$ cat config.mk
export PLATFORM = sky130hd
export DESIGN_NAME = syscall_sequencer
export DESIGN_NICKNAME = d
export VERILOG_FILES = /design/src/rtl/syscall_pkg.sv /design/src/rtl/syscall_req_fifo.sv /design/src/rtl/syscall_sequencer.sv
export SDC_FILE = /design/constraint.sdc
export NUM_CORES = 1
export LEC_CHECK = 0
export CAP_MARGIN = 20
export CELL_PAD_IN_SITES_DETAIL_PLACEMENT = 2
export CELL_PAD_IN_SITES_GLOBAL_PLACEMENT = 2
export CORE_MARGIN = 3
export CORE_UTILIZATION = 44
export DETAILED_ROUTE_END_ITERATION = 7
export PLACE_DENSITY_LB_ADDON = 0.1
export SLEW_MARGIN = 10
export SYNTH_ARGS = -nofsm -noshare
export SYNTH_HDL_FRONTEND = slang
export SYNTH_HIERARCHICAL = 1
export SYNTH_SLANG_ARGS = --single-unit
export TNS_END_PERCENT = 30
$ cat constraint.sdc
create_clock -name clk -period 5.3 [get_ports clk]
set_input_delay 0.795 -clock clk [delete_from_list [all_inputs] [get_ports clk]]
set_output_delay 0.795 -clock clk [all_outputs]
set_load 0.005 [all_outputs]
$ cat src/rtl/syscall_pkg.sv
`default_nettype none
// ============================================================================
// Module      : syscall_pkg
// Description : Shared constants, FSM state encoding and sysreg field layout
//               for the syscall sequencer and its request queue.
// Revision    : 1.0 - initial release
// ============================================================================
package syscall_pkg;

  // Field geometry of the 48-bit call register {arg2, arg1, code}
  localparam int unsigned FIELD_W         = 16;
  localparam int unsigned SYSREG_W        = 48;
  localparam int unsigned SYSREG_CODE_LSB = 0;
  localparam int unsigned SYSREG_ARG1_LSB = 16;
  localparam int unsigned SYSREG_ARG2_LSB = 32;

  // Syscall codes understood by the syscall unit
  localparam logic [FIELD_W-1:0] SYS_EXIT  = 16'd0;
  localparam logic [FIELD_W-1:0] SYS_STORE = 16'd1;
  localparam logic [FIELD_W-1:0] SYS_LOAD  = 16'd2;
  localparam logic [FIELD_W-1:0] SYS_PUTD  = 16'd3;
  localparam logic [FIELD_W-1:0] SYS_PUTC  = 16'd4;
  localparam logic [FIELD_W-1:0] SYS_PUTS  = 16'd5;

  // Sequencer states
  typedef enum logic [2:0] {
    ST_IDLE  = 3'd0,
    ST_ISSUE = 3'd1,
    ST_GAP   = 3'd2,
    ST_RESP  = 3'd3,
    ST_HALT  = 3'd4
  } state_e;

  // Assemble a call register image from its three fields
  function automatic logic [SYSREG_W-1:0] pack_sysreg(
    input logic [FIELD_W-1:0] code,
    input logic [FIELD_W-1:0] arg1,
    input logic [FIELD_W-1:0] arg2
  );
    logic [SYSREG_W-1:0] r;
    r = '0;
    r[SYSREG_CODE_LSB +: FIELD_W] = code;
    r[SYSREG_ARG1_LSB +: FIELD_W] = arg1;
    r[SYSREG_ARG2_LSB +: FIELD_W] = arg2;
    return r;
  endfunction

  // Extract the code field of a call register image
  function automatic logic [FIELD_W-1:0] sysreg_code(input logic [SYSREG_W-1:0] r);
    return r[SYSREG_CODE_LSB +: FIELD_W];
  endfunction

endpackage
`default_nettype wire

$ cat src/rtl/syscall_req_fifo.sv
`default_nettype none
// ============================================================================
// Module      : syscall_req_fifo
// Description : Request queue for the syscall sequencer. Power-of-two depth,
//               wrapping read/write pointers plus an occupancy count, a
//               show-ahead head output and a synchronous flush.
// Revision    : 1.0 - initial release
// ============================================================================
module syscall_req_fifo #(
  parameter  int unsigned WIDTH = 48,
  parameter  int unsigned DEPTH = 4,
  localparam int unsigned PTR_W = (DEPTH > 1) ? $clog2(DEPTH) : 1,
  localparam int unsigned CNT_W = PTR_W + 1
) (
  input  logic             clk,
  input  logic             rst_n,
  input  logic             push_i,
  input  logic [WIDTH-1:0] wr_data_i,
  input  logic             pop_i,
  output logic [WIDTH-1:0] rd_data_o,
  input  logic             flush_i,
  output logic             full_o,
  output logic             empty_o
);

  logic [WIDTH-1:0] mem_q [DEPTH];
  logic [PTR_W-1:0] wr_ptr_q;
  logic [PTR_W-1:0] rd_ptr_q;
  logic [CNT_W-1:0] count_q;

  logic w_full;
  logic w_empty;
  logic w_do_push;
  logic w_do_pop;

  // Occupancy flags and qualified handshakes; flush overrides both
  always_comb begin
    w_full    = (count_q == CNT_W'(DEPTH));
    w_empty   = (count_q == '0);
    w_do_push = push_i && !w_full && !flush_i;
    w_do_pop  = pop_i && !w_empty && !flush_i;
  end

  // Pointers wrap naturally because DEPTH is a power of two
  always_ff @(posedge clk or negedge rst_n) begin
    if (!rst_n) begin
      wr_ptr_q <= '0;
      rd_ptr_q <= '0;
      count_q  <= '0;
    end else if (flush_i) begin
      wr_ptr_q <= '0;
      rd_ptr_q <= '0;
      count_q  <= '0;
    end else begin
      if (w_do_push) wr_ptr_q <= wr_ptr_q + 1'b1;
      if (w_do_pop)  rd_ptr_q <= rd_ptr_q + 1'b1;
      case ({w_do_push, w_do_pop})
        2'b10:   count_q <= count_q + 1'b1;
        2'b01:   count_q <= count_q - 1'b1;
        default: count_q <= count_q;
      endcase
    end
  end

  // Storage array; contents need no reset since count gates visibility
  always_ff @(posedge clk) begin
    if (w_do_push) mem_q[wr_ptr_q] <= wr_data_i;
  end

  assign rd_data_o = mem_q[rd_ptr_q];
  assign full_o    = w_full;
  assign empty_o   = w_empty;

endmodule
`default_nettype wire

$ cat src/rtl/syscall_sequencer.sv
`default_nettype none
// ============================================================================
// Module      : syscall_sequencer
// Description : Queues CPU syscall requests and issues them one at a time to
//               the syscall unit as a one-cycle activate pulse with a stable
//               48-bit call register. Load calls return a response held
//               until the CPU accepts it; an exit call halts the block until
//               reset.
// Revision    : 1.0 - initial release
// ============================================================================
module syscall_sequencer
  import syscall_pkg::*;
#(
  parameter int unsigned FIFO_DEPTH = 4
) (
  input  logic                clk,
  input  logic                rst_n,
  input  logic                req_valid,
  output logic                req_ready,
  input  logic [FIELD_W-1:0]  req_code,
  input  logic [FIELD_W-1:0]  req_arg1,
  input  logic [FIELD_W-1:0]  req_arg2,
  output logic                activate,
  output logic [SYSREG_W-1:0] sysreg,
  input  logic                load_signal,
  input  logic [FIELD_W-1:0]  load_data,
  output logic                rsp_valid,
  output logic [FIELD_W-1:0]  rsp_data,
  input  logic                rsp_ready,
  output logic                halted,
  output logic                busy
);

  state_e              state_q;
  logic                activate_q;
  logic [SYSREG_W-1:0] sysreg_q;
  logic                rsp_valid_q;
  logic [FIELD_W-1:0]  rsp_data_q;
  logic                halted_q;

  logic                w_push;
  logic                w_pop;
  logic                w_flush;
  logic                w_full;
  logic                w_empty;
  logic [SYSREG_W-1:0] w_head;
  logic [SYSREG_W-1:0] w_req_word;
  logic [FIELD_W-1:0]  w_cur_code;

  // Request acceptance: no space or a halted block both refuse new calls
  always_comb begin
    req_ready  = !w_full && !halted_q;
    w_push     = req_valid && req_ready;
    w_req_word = pack_sysreg(req_code, req_arg1, req_arg2);
    w_cur_code = sysreg_code(sysreg_q);
    w_flush    = (state_q == ST_HALT);
  end

  // Queue pop points: every transition into ISSUE consumes the head entry
  always_comb begin
    w_pop = 1'b0;
    case (state_q)
      ST_IDLE: w_pop = !w_empty;
      ST_GAP:  w_pop = !w_empty && (w_cur_code != SYS_EXIT) && (w_cur_code != SYS_LOAD);
      ST_RESP: w_pop = !w_empty && rsp_ready;
      default: w_pop = 1'b0;
    endcase
  end

  syscall_req_fifo #(
    .WIDTH (SYSREG_W),
    .DEPTH (FIFO_DEPTH)
  ) u_req_fifo (
    .clk       (clk),
    .rst_n     (rst_n),
    .push_i    (w_push),
    .wr_data_i (w_req_word),
    .pop_i     (w_pop),
    .rd_data_o (w_head),
    .flush_i   (w_flush),
    .full_o    (w_full),
    .empty_o   (w_empty)
  );

  // Sequencer FSM with registered trigger, call register and response
  always_ff @(posedge clk or negedge rst_n) begin
    if (!rst_n) begin
      state_q     <= ST_IDLE;
      activate_q  <= 1'b0;
      sysreg_q    <= '0;
      rsp_valid_q <= 1'b0;
      rsp_data_q  <= '0;
      halted_q    <= 1'b0;
    end else begin
      // activate is only ever raised for the single cycle spent in ISSUE
      activate_q <= 1'b0;
      if (w_pop) sysreg_q <= w_head;

      case (state_q)
        ST_IDLE: begin
          if (w_pop) begin
            state_q    <= ST_ISSUE;
            activate_q <= 1'b1;
          end
        end

        ST_ISSUE: begin
          state_q <= ST_GAP;
        end

        ST_GAP: begin
          if (w_cur_code == SYS_LOAD) begin
            // A load without a valid flag from the unit returns zero
            rsp_data_q  <= load_signal ? load_data : '0;
            rsp_valid_q <= 1'b1;
            state_q     <= ST_RESP;
          end else if (w_cur_code == SYS_EXIT) begin
            halted_q <= 1'b1;
            state_q  <= ST_HALT;
          end else if (w_pop) begin
            state_q    <= ST_ISSUE;
            activate_q <= 1'b1;
          end else begin
            state_q <= ST_IDLE;
          end
        end

        ST_RESP: begin
          if (rsp_ready) begin
            rsp_valid_q <= 1'b0;
            if (w_pop) begin
              state_q    <= ST_ISSUE;
              activate_q <= 1'b1;
            end else begin
              state_q <= ST_IDLE;
            end
          end
        end

        ST_HALT: begin
          state_q <= ST_HALT;
        end

        default: begin
          state_q <= ST_IDLE;
        end
      endcase
    end
  end

  assign activate  = activate_q;
  assign sysreg    = sysreg_q;
  assign rsp_valid = rsp_valid_q;
  assign rsp_data  = rsp_data_q;
  assign halted    = halted_q;
  assign busy      = (state_q != ST_IDLE) || !w_empty;

endmodule
`default_nettype wire

======== Word-level counts from Yosys, hierarchy flattened ========
Memory sizes are Yosys's and may differ from the RTL's. A register that Yosys moved wholly into a read port is not among the register bits.
Index checks and enable logic that the tools add are counted.
word-level totals
  register bits after elaboration ......... 29
  bits in writable memories ............... 192
  output and inout bits ................... 69
  memories ................................ 1
cells by class
  add/sub/neg operators ................... 4
  equal/unequal tests ..................... 12
  mux-type cells .......................... 24
  bitwise gates (word level) .............. 1
  reductions and logical operators ........ 28
memories
  name              words  bits a word  read ports  clocked after memory_dff  write ports  RTL line                RTL
  u_req_fifo.mem_q  4      48           1           1                         1            syscall_req_fifo.sv:26  logic [WIDTH-1:0] mem_q [DEPTH];
operator list
  operator                                                           number
  16-bit by 2-bit == test with 1-bit output (second input constant)  1
  16-bit zero test                                                   1
  16-bit 2-to-1 mux                                                  1
  16-bit by 2-bit != test with 1-bit output (second input constant)  1
  16-bit nonzero test                                                1
  3-bit 2-to-1 mux                                                   5
  3-bit case mux with 5 select lines                                 1
  1-bit logical AND                                                  9
  1-bit 2-to-1 mux                                                   9
  2-bit 2-to-1 mux                                                   4
  3-bit by 2-bit == test with 1-bit output (second input constant)   2
  3-bit == test (second input constant)                              2
  3-bit zero test                                                    2
  1-bit case mux with 3 select lines                                 2
  3-bit case mux with 2 select lines                                 1
  3-bit AND reduction                                                2
  2-bit nonzero test                                                 3
  3-bit nonzero test                                                 2
  1-bit zero test                                                    5
  2-bit by 1-bit adder with 2-bit output (second input constant)     2
  2-bit != test (second input constant)                              2
  2-bit AND reduction                                                2
  3-bit by 1-bit adder with 3-bit output (second input constant)     1
  3-bit by 1-bit == test with 1-bit output (second input constant)   1
  other kinds (7)                                                    7

======== Logic depth before layout (Yosys ltp) ========
  depth in word-level cells ............... 10
  depth in mapped cells ................... 14
  depth with buffers taken out ............ 11

======== Modules after synthesis ========
The synthesis kept the hierarchy.
modules (own cells, without submodules)
  module             instances  cells an instance  area each (um^2)  seq. area each (um^2)
  syscall_req_fifo   1          315                7467.2            5940.7
  syscall_sequencer  1          209                2840.2            1751.7

======== Worst setup path after synthesis ========
OpenSTA, ideal clock, no wires.
  path type ............................... reg2reg
  start point ............................. register u_req_fifo.count_q[1]
  end point ............................... memory u_req_fifo.mem_q[0][0], enable pin
  arrival time ............................ 2.554 ns
  data required time ...................... 4.890 ns
  slack ................................... 2.335 ns
  cell stages (with the launch flop) ...... 8
  buffers on the path ..................... 1
  clock period less this slack ............ 2.965 ns
  cell sequence ........................... dfrtp_1 > nand2b_1 > nor2_1 > nor2_1 > and2_1 > buf_2 > nor3b_2 > and2_1
between the ends
  longest elaborated chain between the ends .. 8
ends and longest elaborated chain
  what                                    RTL line                 RTL
  from (decl)                             syscall_req_fifo.sv:29   logic [CNT_W-1:0] count_q;
  from (signal assigned)                  syscall_req_fifo.sv:58   2'b10: count_q <= count_q + 1'b1;
  from (signal assigned)                  syscall_req_fifo.sv:59   2'b01: count_q <= count_q - 1'b1;
  from (signal assigned)                  syscall_req_fifo.sv:60   default: count_q <= count_q;
  3-bit == test                           syscall_req_fifo.sv:38   w_full = (count_q == CNT_W'(DEPTH));
  named net w_full                        syscall_sequencer.sv:44  logic w_full;
  1-bit zero test                         syscall_sequencer.sv:52  req_ready = !w_full && !halted_q;
  1-bit logical AND                       syscall_sequencer.sv:52
  named net req_ready                     syscall_sequencer.sv:19  output logic req_ready,
  1-bit logical AND                       syscall_sequencer.sv:53  w_push = req_valid && req_ready;
  named net w_push                        syscall_sequencer.sv:41  logic w_push;
  1-bit logical AND (2 in a row)          syscall_req_fifo.sv:40   w_do_push = push_i && !w_full && !flush_i;
  1-bit 2-to-1 mux                        syscall_req_fifo.sv:67   if (w_do_push) mem_q[wr_ptr_q] <= wr_data_i;
  1-bit 2-to-1 mux (implied by the code)  syscall_req_fifo.sv:67
  to (decl)                               syscall_req_fifo.sv:26
The timed path passes the listed nets, and every way through them passes these cells.

======== Worst setup path in the final report ========
  start point ............................. register sysreg_q[7], in the netlist sysreg[7], read port of u_req_fifo.mem_q
  end point ............................... register u_req_fifo.count_q[1]
between the ends
  longest elaborated chain between the ends .. 9
ends and longest elaborated chain
  what                                                                              RTL line                 RTL
  from (decl)                                                                       syscall_sequencer.sv:36  logic [SYSREG_W-1:0] sysreg_q;
  16-bit nonzero test                                                               syscall_sequencer.sv:64  ST_GAP: w_pop = !w_empty && (w_cur_code != SYS_EXIT) && (w_cur_code != SYS_LOAD);
  1-bit logical AND                                                                 syscall_sequencer.sv:64
  1-bit logical AND (*)                                                             syscall_sequencer.sv:64
  1-bit case mux with 3 select lines (*)                                            syscall_sequencer.sv:62  case (state_q)
  named net w_pop                                                                   syscall_sequencer.sv:42  logic w_pop;
  1-bit logical AND (*) (2 in a row)                                                syscall_req_fifo.sv:41   w_do_pop = pop_i && !w_empty && !flush_i;
  2-bit by 1-bit == test with 1-bit output / 2-bit == test (equally long branches)  syscall_req_fifo.sv:57   case ({w_do_push, w_do_pop})
  3-bit case mux with 2 select lines                                                syscall_req_fifo.sv:57
  3-bit 2-to-1 mux                                                                  syscall_req_fifo.sv:50   end else if (flush_i) begin
The timed path passes the listed nets; every way through them passes the cells marked *.
A chain may end at the register's enable or synchronous reset.

==> results.json <==
{
  "ios": 138,
  "critPathCaptureType": "flip-flop",
  "yosysTopAreaCell": "edfxtp_1",
  "netlist-cell-type-count": 44,
  "die_h_um": 159,
  "yosysTopAreaCellShare": 0.559,
  "setup.worst_path.start": "sysreg[7]",
  "synthMuxAreaShare": 0.171,
  "die_x_um": 159,
  "setup.worst_path.start_class": "flip-flop",
  "worstReg2RegStart": "sysreg[7]",
  "portBuffers": 137,
  "rr_worst_depth": 12,
  "rr_endpoint": "u_req_fifo/count_q[1]",
  "tns_ns": 0,
  "synthTopCellsByArea": "edfxtp_1, dfrtp_1, mux4_2",
  "ys_seq_area_frac": 0.746,
  "dr.pass1.iters": 4,
  "synth-edff-count": 192,
  "grt_first_pass_wirelength_mm": 40.6,
  "synth_seq_cells": 269,
  "synth_common_cells": "edfxtp_1, dfrtp_1, mux4_2",
  "clock_sinks": 269,
  "syn_area_per_cell_um2": 19.7,
  "clkTransAtPathRegs_ns": 0.06,
  "worst_pin_slew_ns": 0.990,
  "power.leakage_nw": 4.72,
  "grt_usage": 0.208,
  "synthArstFlopShare": 0.286,
  "wl_per_cell_um": 25.5,
  "crit_slowest_cell": "nor4_1",
  "r2r_slack_ns": 1.59,
  "first_global_vias": 6314,
  "synth-simple-area-share": 0.0308,
  "ant_nets": 0,
  "cpPeakStageDelay_ns": 0.52,
  "slew_viol_final": 0,
  "synth_nets": 598,
  "path_cells": "nor4_1, a41oi_1, o21ai_4, buf_4, inv_1, nand2b_1, nor3_1, fa_1, inv_1, a311oi_1, a21oi_1, a211oi_1",
  "status": "complete, no violations",
  "rsz0062_at_grt": "false",
  "syn_inst": 524,
  "cts-buffers-inserted": 28,
  "hold_viol_final": 0,
  "ir_drop_mv": 0.342,
  "fin_nets": 750,
  "postCtsSetupRepairBufs": 0,
  "path_common_cell": "inv_1",
  "synth_top_family_by_area": "multiplexers",
  "crit_arrival_ns": 4.14,
  "synthAdderAreaFrac": 0.00680,
  "synth_top_flop_cell": "edfxtp_1",
  "period_needed_ns": 3.71,
  "num_antenna_cells": 0,
  "drc_errors": 0,
  "yosysMostFrequentCell": "edfxtp_1",
  "critPathKind": "reg2reg",
  "grt_max_degree": 78,
  "skew_ns": 0.0192,
  "drive_above_1_share": 0.227,
  "routed_wl_mm": 25.8,
  "p_total_mw": 7.48,
  "core-area_um2": 22800,
  "power_density_nw_per_um2": 576,
  "cts.path.max_buffers": 3,
  "maxCapViolations": 0,
  "die_area_um2": 25300,
  "holdWs_ns": 0.163,
  "rows": 55,
  "gp_congestion": 0.720,
  "relSlewSlack": 0.340,
  "avgViaCountPerCell": 5.33,
  "fmax_ghz": 0.269,
  "cts_resized": 0,
  "cp_max_fo": 36,
  "required_ns": 5.73,
  "period_share": 0.700,
  "route.vias.total": 5384,
  "grt_overflow_total": 0,
  "tritoncts": "done",
  "endpoint": "u_req_fifo/count_q[1]",
  "synth_compound_area_frac": 0.0195,
  "synth_area_um2": 10300,
  "antenna_found_initial": 0,
  "syn_to_final_growth_pct": 26.0,
  "min_path_type": "in2async",
  "clockRootBuffer": "clkbuf_16",
  "drtIter0Drc": 339,
  "synthXorXnorAreaFrac": 0.00255,
  "dp_hpwl_mm": 15.9,
  "setup-violations-final": 0,
  "initial_core_util": 0.451,
  "cts_hold_buf": 0,
  "ys_warn_count": 6,
  "htree_num_levels": 1,
  "clk_latency_ns": 0.54
}
-- registers in the layout, indices dropped and copies added (netlist names) --
| register | cells |
|---|---|
| u_req_fifo/rd_ptr_q | 2 |
| sysreg | 48 |
| u_req_fifo/mem_q | 192 |
| halted | 1 |
| u_req_fifo/wr_ptr_q | 2 |
| u_req_fifo/count_q | 3 |
| activate | 1 |
| state_q | 3 |
| rsp_valid | 1 |
| rsp_data | 16 |
-- final cells by class --
class	instances	area, µm²
clock buffers	38	790
clock inverters	13	145
fillers	1944	9860
inverters	23	88.8
multi-input cells	207	2390
flip-flops and latches	269	7700
well taps	313	392
repair buffers	147	1490
-- cell families after synthesis --
kind of cell,after synthesis
AO/OA/AOI/OAI,27
flip-flops,269
AND/OR/NAND/NOR,63
buffers and inverters,48
multiplexers,109
adder cells (fa/ha/maj),5
XOR/XNOR,3
-- power breakdown --
| part | leakage, nW | switching [mW] | internal (mW) |
|---|---|---|---|
| clock | 0.460 | 0.796 | 1.19 |
| sequential | 2.67 | 0.307 | 2.77 |
| combinational | 1.60 | 1.11 | 1.32 |
-- cells in the final DEF, fill, tap and decap left out, types with 2 or more instances in the layout --
cell type	count
buf_16	2
a22o_1	5
clkbuf_8	3
clkbuf_1	6
bufinv_16	3
nand2_1	24
mux2_2	39
clkdlybuf4s50_1	136
inv_1	22
nand2b_1	7
a21oi_1	4
mux2_4	5
and2_1	2
o21ai_0	4
clkinvlp_4	2
mux4_2	48
mux2i_1	17
o22ai_1	2
ha_1	4
nand3b_1	3
clkinv_2	8
nor3b_1	2
dfrtp_1	75
and2_2	4
nor4_1	3
nand3_1	2
buf_4	8
clkbuf_16	29
nor3_1	5
edfxtp_1	192
nor2_1	9
xor2_1	2
-- per-layer routing --
metal  GRT usage  routed length (µm)  up-vias
met5           0                   0        -
met2       0.363               13200      162
li1            -                   -     2338
met1       0.276               10900     2859
met3      0.0375                1240       25
met4      0.0438                 416        0
-- per-stage QoR --
stage	util	worst slack, ns	area, µm²	cells
6_report	0.569	1.59	13000	1010
5_1_grt	0.569	1.19	13000	1010
4_1_cts	0.565	1.53	12900	1007
3_5_place_dp	0.525	1.23	12000	956
3_3_place_gp	0.525	1.42	12000	956
2_1_floorplan	-	2.34	10300	524
-- critical path: cells and delay by family (launching register included) --
| family | cells | cell delay (ns) |
|---|---|---|
| AOI/OAI and AO/OA | 5 | 0.97 |
| adders and majority gates | 1 | 0.51 |
| buffers and inverters | 3 | 0.89 |
| DFF | 1 | 0.41 |
| and+or+nand+nor | 3 | 0.81 |
-- how the worst min path moves through the flow --
stage	start	end	cells past startpoint
5_1_grt	rst_n	rsp_data[14]	1
4_1_cts	rst_n	rsp_data[14]	1
3_5_place_dp	sysreg[25]	sysreg[25]	1
6_report	rst_n	rsp_data[14]	1
2_1_floorplan	halted	halted	1
3_3_place_gp	halted	halted	1
(Power assumes the default switching activity.)
